$ cat config.mk
export PLATFORM = sky130hd
export DESIGN_NAME = multicycle_core
export DESIGN_NICKNAME = d
export VERILOG_FILES = /design/src/rtl/multicycle_core.sv
export SDC_FILE = /design/constraint.sdc
export NUM_CORES = 1
export LEC_CHECK = 0
export CAP_MARGIN = 20
export CORE_ASPECT_RATIO = 1.25
export CORE_MARGIN = 2
export CORE_UTILIZATION = 55
export DETAILED_ROUTE_END_ITERATION = 8
export PLACE_DENSITY = 0.74
export RECOVER_POWER = 25
export SYNTH_ARGS = -nofsm -noshare
export SYNTH_HDL_FRONTEND = slang
export SYNTH_SLANG_ARGS = --single-unit
$ cat constraint.sdc
create_clock -name clk -period 7.2 [get_ports clk]
set_input_delay 1.8 -clock clk [delete_from_list [all_inputs] [get_ports clk]]
set_output_delay 1.8 -clock clk [all_outputs]
set_load 0.02 [all_outputs]
$ cat src/rtl/multicycle_core.sv
// Multicycle register machine: one instruction walks FETCH/DECODE/EXEC/(MEM)/(WB)
// with req/ack handshakes on separate instruction and data memory ports.
module multicycle_core #(
  parameter int DATA_W = 8,
  parameter int REG_AW = 4,
  parameter int PC_W = 8,
  localparam int INSTR_W = 4 + 3 * REG_AW
) (
  input  logic               clk,
  input  logic               rst,
  output logic               imem_req,
  output logic [PC_W-1:0]    imem_addr,
  input  logic               imem_ack,
  input  logic [INSTR_W-1:0] imem_rdata,
  output logic               dmem_req,
  output logic               dmem_we,
  output logic [DATA_W-1:0]  dmem_addr,
  output logic [DATA_W-1:0]  dmem_wdata,
  input  logic               dmem_ack,
  input  logic [DATA_W-1:0]  dmem_rdata,
  output logic [PC_W-1:0]    pc,
  output logic               halted
);
  localparam int NREG = 1 << REG_AW;
  localparam logic [PC_W-1:0]   PC_ZERO = {PC_W{1'b0}};
  localparam logic [PC_W-1:0]   PC_ONE  = {{(PC_W-1){1'b0}}, 1'b1};
  localparam logic [DATA_W-1:0] D_ZERO  = {DATA_W{1'b0}};
  localparam logic [DATA_W-1:0] D_ONE   = {{(DATA_W-1){1'b0}}, 1'b1};
  localparam logic [REG_AW-1:0] R_ZERO  = {REG_AW{1'b0}};

  localparam logic [3:0] OP_ADD = 4'd0;
  localparam logic [3:0] OP_SUB = 4'd1;
  localparam logic [3:0] OP_AND = 4'd2;
  localparam logic [3:0] OP_OR  = 4'd3;
  localparam logic [3:0] OP_SLT = 4'd4;
  localparam logic [3:0] OP_XOR = 4'd5;
  localparam logic [3:0] OP_LI  = 4'd6;
  localparam logic [3:0] OP_LW  = 4'd8;
  localparam logic [3:0] OP_SW  = 4'd9;
  localparam logic [3:0] OP_BEQ = 4'd10;
  localparam logic [3:0] OP_JMP = 4'd11;

  typedef enum logic [2:0] {
    S_FETCH  = 3'd0,
    S_DECODE = 3'd1,
    S_EXEC   = 3'd2,
    S_MEM    = 3'd3,
    S_WB     = 3'd4,
    S_HALT   = 3'd5
  } state_e;

  state_e              state_q, state_d;
  logic [PC_W-1:0]     pc_q, pc_d;
  logic [INSTR_W-1:0]  ir_q, ir_d;
  logic [DATA_W-1:0]   a_q, a_d, b_q, b_d, res_q, res_d;
  logic [DATA_W-1:0]   rf_q [NREG];
  logic                rf_we_s;
  logic                op_valid_s;

  logic [3:0]          op_s;
  logic [REG_AW-1:0]   rs_s, rt_s, rd_s;
  logic [DATA_W-1:0]   rs_val_s, rt_val_s, rd_val_s;
  logic [PC_W-1:0]     pc_inc_s, br_off_s, jmp_tgt_s;

  assign op_s = ir_q[INSTR_W-1 -: 4];
  assign rs_s = ir_q[3*REG_AW-1 -: REG_AW];
  assign rt_s = ir_q[2*REG_AW-1 -: REG_AW];
  assign rd_s = ir_q[REG_AW-1:0];

  // R0 is hard-wired to zero on every read port
  assign rs_val_s = (rs_s == R_ZERO) ? D_ZERO : rf_q[rs_s];
  assign rt_val_s = (rt_s == R_ZERO) ? D_ZERO : rf_q[rt_s];
  assign rd_val_s = (rd_s == R_ZERO) ? D_ZERO : rf_q[rd_s];

  assign pc_inc_s  = pc_q + PC_ONE;
  assign br_off_s  = PC_W'({{PC_W{rd_s[REG_AW-1]}}, rd_s});
  assign jmp_tgt_s = PC_W'({rt_s, rd_s});

  assign imem_addr  = pc_q;
  assign pc         = pc_q;
  assign halted     = (state_q == S_HALT);
  assign dmem_addr  = a_q;
  assign dmem_wdata = rd_val_s;

  always_comb begin
    op_valid_s = 1'b0;
    case (op_s)
      OP_ADD, OP_SUB, OP_AND, OP_OR, OP_SLT, OP_XOR, OP_LI,
      OP_LW, OP_SW, OP_BEQ, OP_JMP: op_valid_s = 1'b1;
      default: op_valid_s = 1'b0;
    endcase
  end

  always_comb begin
    state_d  = state_q;
    pc_d     = pc_q;
    ir_d     = ir_q;
    a_d      = a_q;
    b_d      = b_q;
    res_d    = res_q;
    rf_we_s  = 1'b0;
    imem_req = 1'b0;
    dmem_req = 1'b0;
    dmem_we  = 1'b0;
    case (state_q)
      S_FETCH: begin
        // Reset parks the FSM in FETCH, so the request is masked while rst is high
        imem_req = ~rst;
        if (imem_ack) begin
          ir_d    = imem_rdata;
          state_d = S_DECODE;
        end else begin
          state_d = S_FETCH;
        end
      end
      S_DECODE: begin
        a_d = rs_val_s;
        b_d = rt_val_s;
        if (op_valid_s) begin
          state_d = S_EXEC;
        end else begin
          state_d = S_HALT;
        end
      end
      S_EXEC: begin
        case (op_s)
          OP_ADD: begin res_d = a_q + b_q; state_d = S_WB; end
          OP_SUB: begin res_d = a_q - b_q; state_d = S_WB; end
          OP_AND: begin res_d = a_q & b_q; state_d = S_WB; end
          OP_OR:  begin res_d = a_q | b_q; state_d = S_WB; end
          OP_SLT: begin res_d = (a_q < b_q) ? D_ONE : D_ZERO; state_d = S_WB; end
          OP_XOR: begin res_d = a_q ^ b_q; state_d = S_WB; end
          OP_LI:  begin res_d = DATA_W'({{DATA_W{1'b0}}, rt_s}); state_d = S_WB; end
          OP_LW, OP_SW: state_d = S_MEM;
          OP_BEQ: begin
            pc_d    = (a_q == b_q) ? (pc_inc_s + br_off_s) : pc_inc_s;
            state_d = S_FETCH;
          end
          OP_JMP: begin pc_d = jmp_tgt_s; state_d = S_FETCH; end
          default: state_d = S_HALT;
        endcase
      end
      S_MEM: begin
        dmem_req = 1'b1;
        dmem_we  = (op_s == OP_SW);
        if (dmem_ack) begin
          // Stores retire here; loads still need a write-back cycle
          if (op_s == OP_SW) begin
            pc_d    = pc_inc_s;
            state_d = S_FETCH;
          end else begin
            res_d   = dmem_rdata;
            state_d = S_WB;
          end
        end else begin
          state_d = S_MEM;
        end
      end
      S_WB: begin
        rf_we_s = 1'b1;
        pc_d    = pc_inc_s;
        state_d = S_FETCH;
      end
      S_HALT: state_d = S_HALT;
      default: state_d = S_FETCH;
    endcase
  end

  always_ff @(posedge clk or posedge rst) begin
    if (rst) begin
      state_q <= S_FETCH;
      pc_q    <= PC_ZERO;
      ir_q    <= {INSTR_W{1'b0}};
      a_q     <= D_ZERO;
      b_q     <= D_ZERO;
      res_q   <= D_ZERO;
    end else begin
      state_q <= state_d;
      pc_q    <= pc_d;
      ir_q    <= ir_d;
      a_q     <= a_d;
      b_q     <= b_d;
      res_q   <= res_d;
    end
  end

  always_ff @(posedge clk or posedge rst) begin
    if (rst) begin
      for (int i = 0; i < NREG; i++) begin
        rf_q[i] <= D_ZERO;
      end
    end else if (rf_we_s && (rd_s != R_ZERO)) begin
      rf_q[rd_s] <= res_q;
    end
  end
endmodule

# --- Yosys cells after proc, flatten, opt, wreduce, memory -nomap -nowiden ---
# Memory sizes are Yosys's and may differ from the RTL's.
# Cells that the tools add are included.
# Widths: inputs -> output; s select.
totals:
  register_bits: 179
  romBits: 16
  input_bits: 28
  out_inout_bits: 36
  word_cells: 111
  memories: 1
mem_list:
  columns: ["name", "words", "word_bits", "rd", "rd_clocked_by_memory_dff", "write_ports", "line", "rtl"]
  rows:
  - ["(no name shown)", 16, 1, 1, 0, 0, "87", "case (op_s)"]
classes:
  add_sub_neg: 4
  order_cmp: 5
  n_eq_ne: 21
  muxes: 35
  bitwise_logic: 7
  n_reduce_logical: 16
op_table:
  columns: ["cell", "count"]
  rows:
  - ["$bwmux 128", 1]
  - ["$mux 8", 15]
  - ["$bmux 8 s4", 3]
  - ["$pmux 8 s7", 1]
  - ["$demux 8 s4", 1]
  - ["$pmux 8 s2", 2]
  - ["$pmux 8 s3", 1]
  - ["$add 8x8->8", 2]
  - ["$eq 4x4->1 const B", 4]
  - ["$logic_not 4->1", 4]
  - ["$ge 5x5->1 const B", 3]
  - ["$not 4->5", 3]
  - ["$pmux 3 s5", 1]
  - ["$eq 4x3->1 const B", 3]
  - ["$mux 3", 3]
  - ["$pmux 3 s3", 1]
  - ["$add 8x1->8 const B", 1]
  - ["$and 8x8->8", 1]
  - ["$eq 4x2->1 const B", 2]
  - ["$eq 8x8->1", 1]
  - ["$lt 8x8->1", 1]
  - ["$ne 8x8->1 const B", 1]
  - ["$or 8x8->8", 1]
  - ["$reduce_and 4->1", 2]
  - ["19 further kinds", 30]

# --- Longest topological paths before layout ---
# Gate-level depths: netlist of the first run.
logic_depth:
  depth_word: 6
  ltp_mapped: 11
  depth_no_buf: 11

# --- Worst setup path after synthesis of the first run ---
# No wires, ideal clock.
synth_timing:
  path_type: "input-to-output"
  startpoint: "input port rst"
  endpoint: "output port imem_req"
  arrival_time_ps: 2427
  path_slack_ps: 2973
  cell_stages: 1
  n_path_buf: 0
  path_cell_list: "nor4_1"
synth_via:
  elab_chain_cells: 2
synth_rtl:
  columns: ["element", "line", "rtl"]
  rows:
  - ["start, declared", "10", "input logic rst,"]
  - ["$not 1->1", "108", "imem_req = ~rst;"]
  - ["$mux 1", "105", "case (state_q)"]
  - ["end, declared", "11", "output logic imem_req,"]
# No other way between the ends.

# --- Worst setup path after layout of the first run ---
layout_timing:
  startpoint: "register ir_q[1]"
  endpoint: "output port dmem_wdata[6]"
layout_via:
  elab_chain_cells: 5
  elab_cells_between_ends: 6
  cone_classes: "4 x mux; 1 x bitwise; 1 x reduce/logical"
layout_rtl:
  columns: ["element", "line", "rtl"]
  rows:
  - ["start, declared", "54", "logic [INSTR_W-1:0] ir_q, ir_d;"]
  - ["start signal, assigned", "173", "ir_q <= {INSTR_W{1'b0}};"]
  - ["start signal, assigned", "180", "ir_q <= ir_d;"]
  - ["$not 4->5 (implied by the code)", "73", "assign rd_val_s = (rd_s == R_ZERO) ? D_ZERO : rf_q[rd_s];"]
  - ["$bmux 8 s4", "73", null]
  - ["$mux 8 (implied by the code) (2 in series)", "73", null]
  - ["$mux 8 *", "73", null]
  - ["end, declared", "18", "output logic [DATA_W-1:0] dmem_wdata,"]
# Every way passes the cells marked *; elsewhere a longest branch is shown, timed or not. The select of a mux whose other input is x is not followed.

==> results by stage, run 1 <==
Power:
- The highest ir drop seen on vdd is 0.000244 V.
- Dividing total power by cell area gives a power density of 444 nW/µm².
- The leakage power summed over all cells is 5.47 nW.
- The power after layout is 5.77 mW.

Drt:
- The detailed router placed 8264 vias in this run.
- The number of DRC violations after detailed-routing iteration 0 is 725.
- The average wire length per cell after detail routing is 24.8 µm.
- In the routed design, unresolved DRC markers number 0.
- The post-detailed-route via-to-cell ratio is 6.81.
- The number of search-and-repair iterations in the first detailed-routing pass is 7.
- The total detailed-routing wirelength is 30.1 mm.
- Once detail routing completed, the nets flagged for antenna violations numbered 0.

Clock tree:
- The number of cells upsized or downsized after cts is 0.
- The register clock-pin slew on the reported worst setup and hold paths is 0.07 ns.
- At the later pin of the worst-skew pair, clock insertion delay measures 0.44 ns.
- The number of hold buffers added after CTS is 0.
- The clock passes through at most 2 buffers.
- TritonCTS built the clock tree.
- The clock root buffer is clkbuf_16.
- The post-CTS setup repair buffer count is 0.
- TritonCTS created 17 clock buffers.
- The TritonCTS sink count is 179.
- The depth of the CTS H-tree is 4.

Die:
- The initialized floorplan defines 59 standard-cell rows.
- The die covers 22500 µm².
- 64 I/O pins were placed.
- The overall die width is 134 µm.
- For this configuration, the core starts out at a cell density of 56.2%.
- The area of the core region is 20800 µm².
- Measured along the y axis, the die boundary spans 167 µm.

Synthesis:
- Dividing the synthesized area by the synthesized cell count gives 12.9 µm².
- For this run, the register share of the synthesized area comes to 38.3%.
- In the synthesized netlist, the cells that appear most often are 179 x dfrtp_1, 134 x mux2_2, 120 x mux4_2.
- The total of flip-flops plus latches after synthesis is 179.
- After synthesis the cells add up to 11700 µm².
- The count of mapped cells out of synthesis is 909.
- The library cell with the largest summed area after synthesis is dfrtp_1.
- After synthesis, the cell types taking the most area are dfrtp_1 38%, mux4_2 23%, mux2_2 13%.
- Counting flops with a built-in enable in the synthesized netlist gives 0.
- The number of library cell types mapped by synthesis is 68.
- For this run, asynchronously set or reset flops after synthesis account for 100%.
- Among all cell types in the netlist, the one instantiated most often is dfrtp_1.
- The share of Yosys cell area claimed by the top area cell type is 38.3%.
- The most used flip-flop cell after synthesis is dfrtp_1.
- The post-synth net total is 973.
- The Yosys step of the flow raised 0 warnings.

Cells and area:
- The layout cell share with drive strength beyond 1 is 33.7%.
- The number of diodes is 0.
- The final net count is 991.
- The relative area change from synthesis to final layout is 11.1%.

Placed design:
- The total of buffers placed on input and output ports is 63.
- The HPWL after detailed placement is 20.0 mm.
- The worst setup slack before clock tree synthesis is 2.24 ns.
- The weighted congestion at the end of routability-driven global placement is 0.948.

Critical path:
- Along the worst path, the maximum fanout reaches 41.
- At the worst endpoint, the required time is 5.40 ns.
- The kind of capture point of the worst setup path is an output pin.
- At the worst endpoint, the arrival time is 3.83 ns.
- The worst setup path is of the register to output pin kind.
- The critical path launch point type is a register.

Global route:
- The total global-route track usage is 27.7%.
- The largest net degree at the start of global routing is 67.
- The wire length of the first global-routing pass is 46.9 mm.
- The global route total overflow is 0.
- The initial antenna violation count is 0.
- The number of global-route vias before repair came to 8390.

Timing:
- The number of hold-slack violations in the final timing report is 0.
- The max-slew violation count was 136.
- The final clock period utilization by the worst path is 78.2%.
- Summed over all failing endpoints, the final setup total negative slack is 0 ns.
- The worst-case setup margin in the final layout is 1.57 ns.
- The largest clock skew in the final design is 0.0146 ns.
- The worst path in the final design needs a cycle of 5.63 ns, including I/O delays and setup.
- The total setup violations reported at the end of the flow is 0.
- Setup repair after global routing left no endpoint under its margin.
- At the pin with the least slew margin, the transition time is 3.21 ns.
- The worst slew margin relative to its limit is -114%.
- The maximum clock rate is 0.178 GHz.

Hold path:
- The worst hold-check path type is register to register.

Status:
- The final reports fail on max-capacitance violations, max-slew violations.
- The flow ran to the end, but the final reports show violations.

Flow run:
- The number of violations of the max-capacitance limit is 3.
-- logic make-up (layout without fill, tap and decap cells) --
family          after synthesis  in the layout  share of synthesized area [%]
simple gates                151            151                           7.01
mux                         260            260                           36.5
fa+ha+maj                    36             36                           4.04
xor+xnor                     14             14                           1.05
flops                       179            179                           38.3
compound gates              144            144                           8.17
buf+inv                     125            156                           4.91
-- worst paths after layout --
path                       startpoint  slack, ns  depth (start not counted)       endpoint
hold reg to reg             rf_q[126]       0.42                          0      rf_q[126]
hold / removal              rf_q[126]       0.42                          0      rf_q[126]
setup reg to reg              ir_q[4]       3.03                          5         b_q[4]
max in group asynchronous         rst       2.77                          3        ir_q[0]
setup / recovery              ir_q[1]       1.57                          4  dmem_wdata[6]
min in group asynchronous         rst       2.58                          2   imem_addr[6]
-- cells in the final DEF, fill, tap and decap left out, types with 6 or more instances in the layout --
cell	instances
dfrtp_1	177
nor2_1	33
o21ai_0	26
mux4_2	120
clkdlybuf4s50_1	61
xor2_1	6
a221oi_1	8
mux2_2	134
a21oi_1	28
buf_4	12
xnor2_1	8
ha_1	33
nand2_1	35
nor3_1	11
o22ai_1	22
clkbuf_16	17
mux2i_1	6
nor2b_1	18
nand3_1	12
inv_1	45
nand2b_1	9
-- layout make-up --
class | count | area [µm²]
sequential | 179 | 4480
clock inverter | 14 | 170
timing repair buffer | 78 | 743
clock buffer | 18 | 439
fill | 1625 | 7820
tap | 274 | 343
multi-input combinational | 605 | 6650
inverter | 46 | 174
-- state kept, by name, indices dropped and copies added, names as in the netlist --
name and cells:
b_q 8, state_q 3, ir_q 16, imem_addr 8, res_q 8, rf_q 128
dmem_addr 8
-- per-layer routing --
layer | share of wire [%] | track usage (%) | up-vias
li1 | - | - | 3527
met1 | 37 | 34.3 | 4212
met2 | 51 | 47.0 | 426
met3 | 7.0 | 5.42 | 99
met4 | 4.4 | 12.8 | 0
met5 | 0 | 0 | -
-- through the flow --
step	hold slack [ns]	cell area, µm²	utilization, %	cells
final	0.423	13000	62.4	1214
after floorplan	0.458	11700	-	909
after detailed placement	0.404	12400	59.5	1181
after CTS	0.425	13000	62.5	1213
after global placement	0.398	12400	59.5	1181
after global routing	0.431	13000	62.4	1214
-- worst max-delay path, stage by stage (launching register included) --
cell and delay (ns):
dfrtp_1 1.62, mux4_2 0.45, mux4_2 0.51, nor2b_1 0.18, clkdlybuf4s50_1 0.61
-- power by group --
group          internal (mW)  total, mW  switching (mW)
clock                  0.532      0.962           0.429
combinational           1.48       2.91            1.44
sequential              1.30       1.89           0.597
Note: power is estimated with default switching activity, not from simulation.
==> run 2, diff against run 1 <==
--- a/config.mk
+++ b/config.mk
@@ -10,7 +10,7 @@
 export CORE_MARGIN = 2
 export CORE_UTILIZATION = 55
 export DETAILED_ROUTE_END_ITERATION = 8
-export PLACE_DENSITY = 0.74
+export PLACE_DENSITY = 0.77
 export RECOVER_POWER = 25
 export SYNTH_ARGS = -nofsm -noshare
 export SYNTH_HDL_FRONTEND = slang
==> constraint.sdc (replaced) <==
create_clock -name clk -period 4.7 [get_ports clk]
set_input_delay 1.175 -clock clk [delete_from_list [all_inputs] [get_ports clk]]
set_output_delay 1.175 -clock clk [all_outputs]
set_load 0.02 [all_outputs]
==> run 2 against run 1 <==
Cell area is 0.35% higher. Via count is 0.11% higher. Register-to-register slack worse by 1.2 ns. Die area stayed put. Largest power group unchanged. Utilization is 0.22 points higher. The run still ends with max-capacitance violations, max-slew violations left. Largest cell class unchanged. Critical path depth is 1 higher.
==> results by stage, run 2 (same netlist as run 1, synthesis figures left out) <==
Status:
- Result of the run: finished, violations left (unchanged).
- Failing checks: max-capacitance violations, max-slew violations (unchanged).

Timing:
- The worst slew margin relative to its limit is -10.5% (was -114%).
- The largest clock skew in the final design is 0.0145 ns (was 0.0146 ns).
- For this run, the top clock speed supported by timing is 0.227 GHz.
- The actual slew at the worst max-slew pin is 1.66 ns (was 3.21 ns).
- The max-slew violation count is 92 (was 136).
- Setup repair after global routing missed its margin: no (unchanged).
- The number of hold-slack violations in the final timing report is 0 (unchanged).
- Subtracting the final worst setup slack from the clock period gives 4.40 ns.
- The total negative setup slack is 0 ns (unchanged).
- The final clock period utilization by the worst path is 93.6%.
- The total setup violations reported at the end of the flow is 0 (unchanged).

Drt:
- The number of design rule violations left after detail routing is 0 (unchanged).
- The post-detailed-route via-to-cell ratio is 6.78 (was 6.81).
- The total number of vias came to 8273 (was 8264).
- The number of search-and-repair iterations in the first detailed-routing pass is 6 (was 7).
- The number of DRC violations after detailed-routing iteration 0 is 690 (was 725).
- The average wire length per cell after detail routing is 24.6 µm (was 24.8 µm).
- The total detailed-routing wirelength is 30.1 mm (about the same).
- The final antenna-violating net count is 0 (unchanged).

Cells and area:
- Commonest cells after routing, fill and taps aside: 175 x dfrtp_1, 134 x mux2_2, 120 x mux4_2, 61 x clkdlybuf4s50_1, 45 x inv_1 (was 177 x dfrtp_1, 134 x mux2_2, 120 x mux4_2, 61 x clkdlybuf4s50_1, 45 x inv_1).
- The sequential cell area is 4480 µm² (about the same).
- The number of fill cells was 1562 (was 1625).
- The combined area of the multi-input logic cells came to 6650 µm² (about the same).
- The layout cell share with drive strength beyond 1 is 34.5% (was 33.7%).
- The number of flip-flops in the largest register is 128 (unchanged).
- The relative area change from synthesis to final layout came to 11.5% (was 11.1%).
- The final net count came to 998 (was 991).
- The most common cell after layout, fill and taps aside is dfrtp_1 (unchanged).
- The number of diodes is 0 (unchanged).
- The register with the most flip-flops is rf_q (unchanged).
- Regs by FF count: rf_q (128), ir_q (16) (unchanged).

Die:
- The overall die width is 134 µm (unchanged).
- The area of the core region is 20800 µm² (unchanged).
- The floorplan row count was 59 (unchanged).
- The number of placed I/O pins is 64 (unchanged).
- The starting density of the core is 56.2% (unchanged).
- The overall die height came to 167 µm (unchanged).
- The overall die area is 22500 µm² (unchanged).

Critical path:
- The origin of the critical flop-to-flop path was imem_addr[1] (was ir_q[4]).
- The worst reg-to-reg setup slack is 1.88 ns (was 3.03 ns).
- The end of the worst register-to-register path is imem_addr[7] (was b_q[4]).
- The required arrival time at the worst endpoint is 3.52 ns (was 5.40 ns).
- The cell at the slowest stage of the critical path is dfrtp_2 (was dfrtp_1).
- The arrival time of the worst setup path was 3.22 ns (was 3.83 ns).
- The number of cell instances on the worst register-to-register path came to 11 (was 5).
- The top fanout value on the critical path is 25 (was 41).
- The critical path launch point type is a register (unchanged).
- The cell occurring most often along the worst timing path is mux4_2 (unchanged).
- The type of the setup path with the least slack is register to output pin (unchanged).
- The delay of the slowest critical-path stage is 0.70 ns (was 1.62 ns).
- The kind of capture point of the worst setup path is an output pin (unchanged).
- Series of cell instances along the critical path: buf_12 -> mux4_2 -> mux4_2 -> nor2b_1 -> clkdlybuf4s50_1 (was mux4_2 -> mux4_2 -> nor2b_1 -> clkdlybuf4s50_1).

Placed design:
- The HPWL reported at the end of detailed placement is 20.4 mm (was 20.0 mm).
- The weighted congestion at the end of routability-driven global placement is 0.916 (was 0.948).
- The total of buffers placed on input and output ports is 63 (unchanged).

Global route:
- The number of global-route vias before repair is 8428 (was 8390).
- The global route total overflow is 0 (unchanged).
- The initial antenna violation count is 0 (unchanged).
- The wire length of the first global-routing pass came to 47.4 mm (was 46.9 mm).
- The total global-route track usage was 27.8% (was 27.7%).
- The largest net degree at the start of global routing is 64 (was 67).

Clock tree:
- The clock root buffer is clkbuf_16 (unchanged).
- The TritonCTS clock tree is yes (unchanged).
- The depth of the CTS H-tree is 4 (unchanged).
- The register clock-pin slew on the reported worst setup and hold paths is 0.07 ns (about the same).
- The latest clock arrival within the worst-skew pair is 0.43 ns (was 0.44 ns).
- The number of hold buffers added after CTS is 0 (unchanged).
- The total clock buffers created by CTS was 17 (unchanged).
- The worst-case clock buffer depth is 2 (unchanged).
- The TritonCTS sink count came to 179 (unchanged).
- The number of cells upsized or downsized after cts is 0 (unchanged).
- The post-CTS setup repair buffer count is 0 (unchanged).

Hold path:
- The endpoint with the worst hold slack is rf_q[122] (was rf_q[126]).
- The number of instances on the worst hold path is 0 (unchanged).
- The worst hold-check path type was register to register (unchanged).
- The startpoint of the worst hold path is rf_q[122] (was rf_q[126]).

Power:
- The power after layout is 8.78 mW (was 5.77 mW).
- The highest ir drop seen on vdd is 0.000409 V (was 0.000244 V).
- The leakage power summed over all cells was 5.49 nW (was 5.47 nW).
- The cell area power density is 673 nW/µm² (was 444 nW/µm²).

Flow run:
- The number of violations of the max-capacitance limit came to 2 (was 3).
## run 2: metrics by stage
step	instances	utilization (%)	hold slack, ns	worst slack (ns)	area [µm²]
6_report	1221	62.6	0.423	0.302	13000
5_1_grt	1221	62.6	0.435	0.180	13000
4_1_cts	1219	62.7	0.418	0.269	13000
3_5_place_dp	1187	59.9	0.403	0.748	12500
3_3_place_gp	1186	59.9	0.399	0.766	12500
2_1_floorplan	909	-	0.458	1.23	11700
## run 2: area by class of cell
class | count | share of cell area [%]
flip-flops and latches | 179 | 34.4
clock buffers | 22 | 3.64
repair buffers | 85 | 6.27
clock inverters | 10 | 0.758
multi-input cells | 605 | 51.0
well taps | 274 | 2.63
inverters | 46 | 1.33
## run 2: how the worst max path moves through the flow
stage / start / cells after the start / end
2_1_floorplan: rst / 1 / b_q[0]
3_3_place_gp: ir_q[0] / 5 / dmem_wdata[1]
3_5_place_dp: ir_q[0] / 5 / dmem_wdata[1]
4_1_cts: ir_q[0] / 5 / dmem_wdata[1]
5_1_grt: ir_q[0] / 5 / dmem_wdata[1]
6_report: ir_q[0] / 5 / dmem_wdata[3]
## run 2: where the power goes
part,internal [mW],total (mW),switching (mW)
Clock,0.777,1.39,0.617
Sequential,1.98,3.04,1.05
Combinational,2.27,4.34,2.07
Total,5.04,8.78,3.74
## run 2: metal layers
layer  vias to the layer above  GRT usage [%]  part of all wire, %
met4                         0           12.4                  4.1
li1                       3534              -                    -
met1                      4244           35.4                   37
met3                        88           4.08                  6.5
met5                         -              0                    0
met2                       407           47.3                   52
## run 2: critical path, delay by kind of cell, from the launching register on
| kind | cells | cell delay [ns] |
|---|---|---|
| simple gates | 1 | 0.18 |
| flops | 1 | 0.70 |
| mux | 2 | 1.02 |
| buf+inv | 2 | 0.89 |
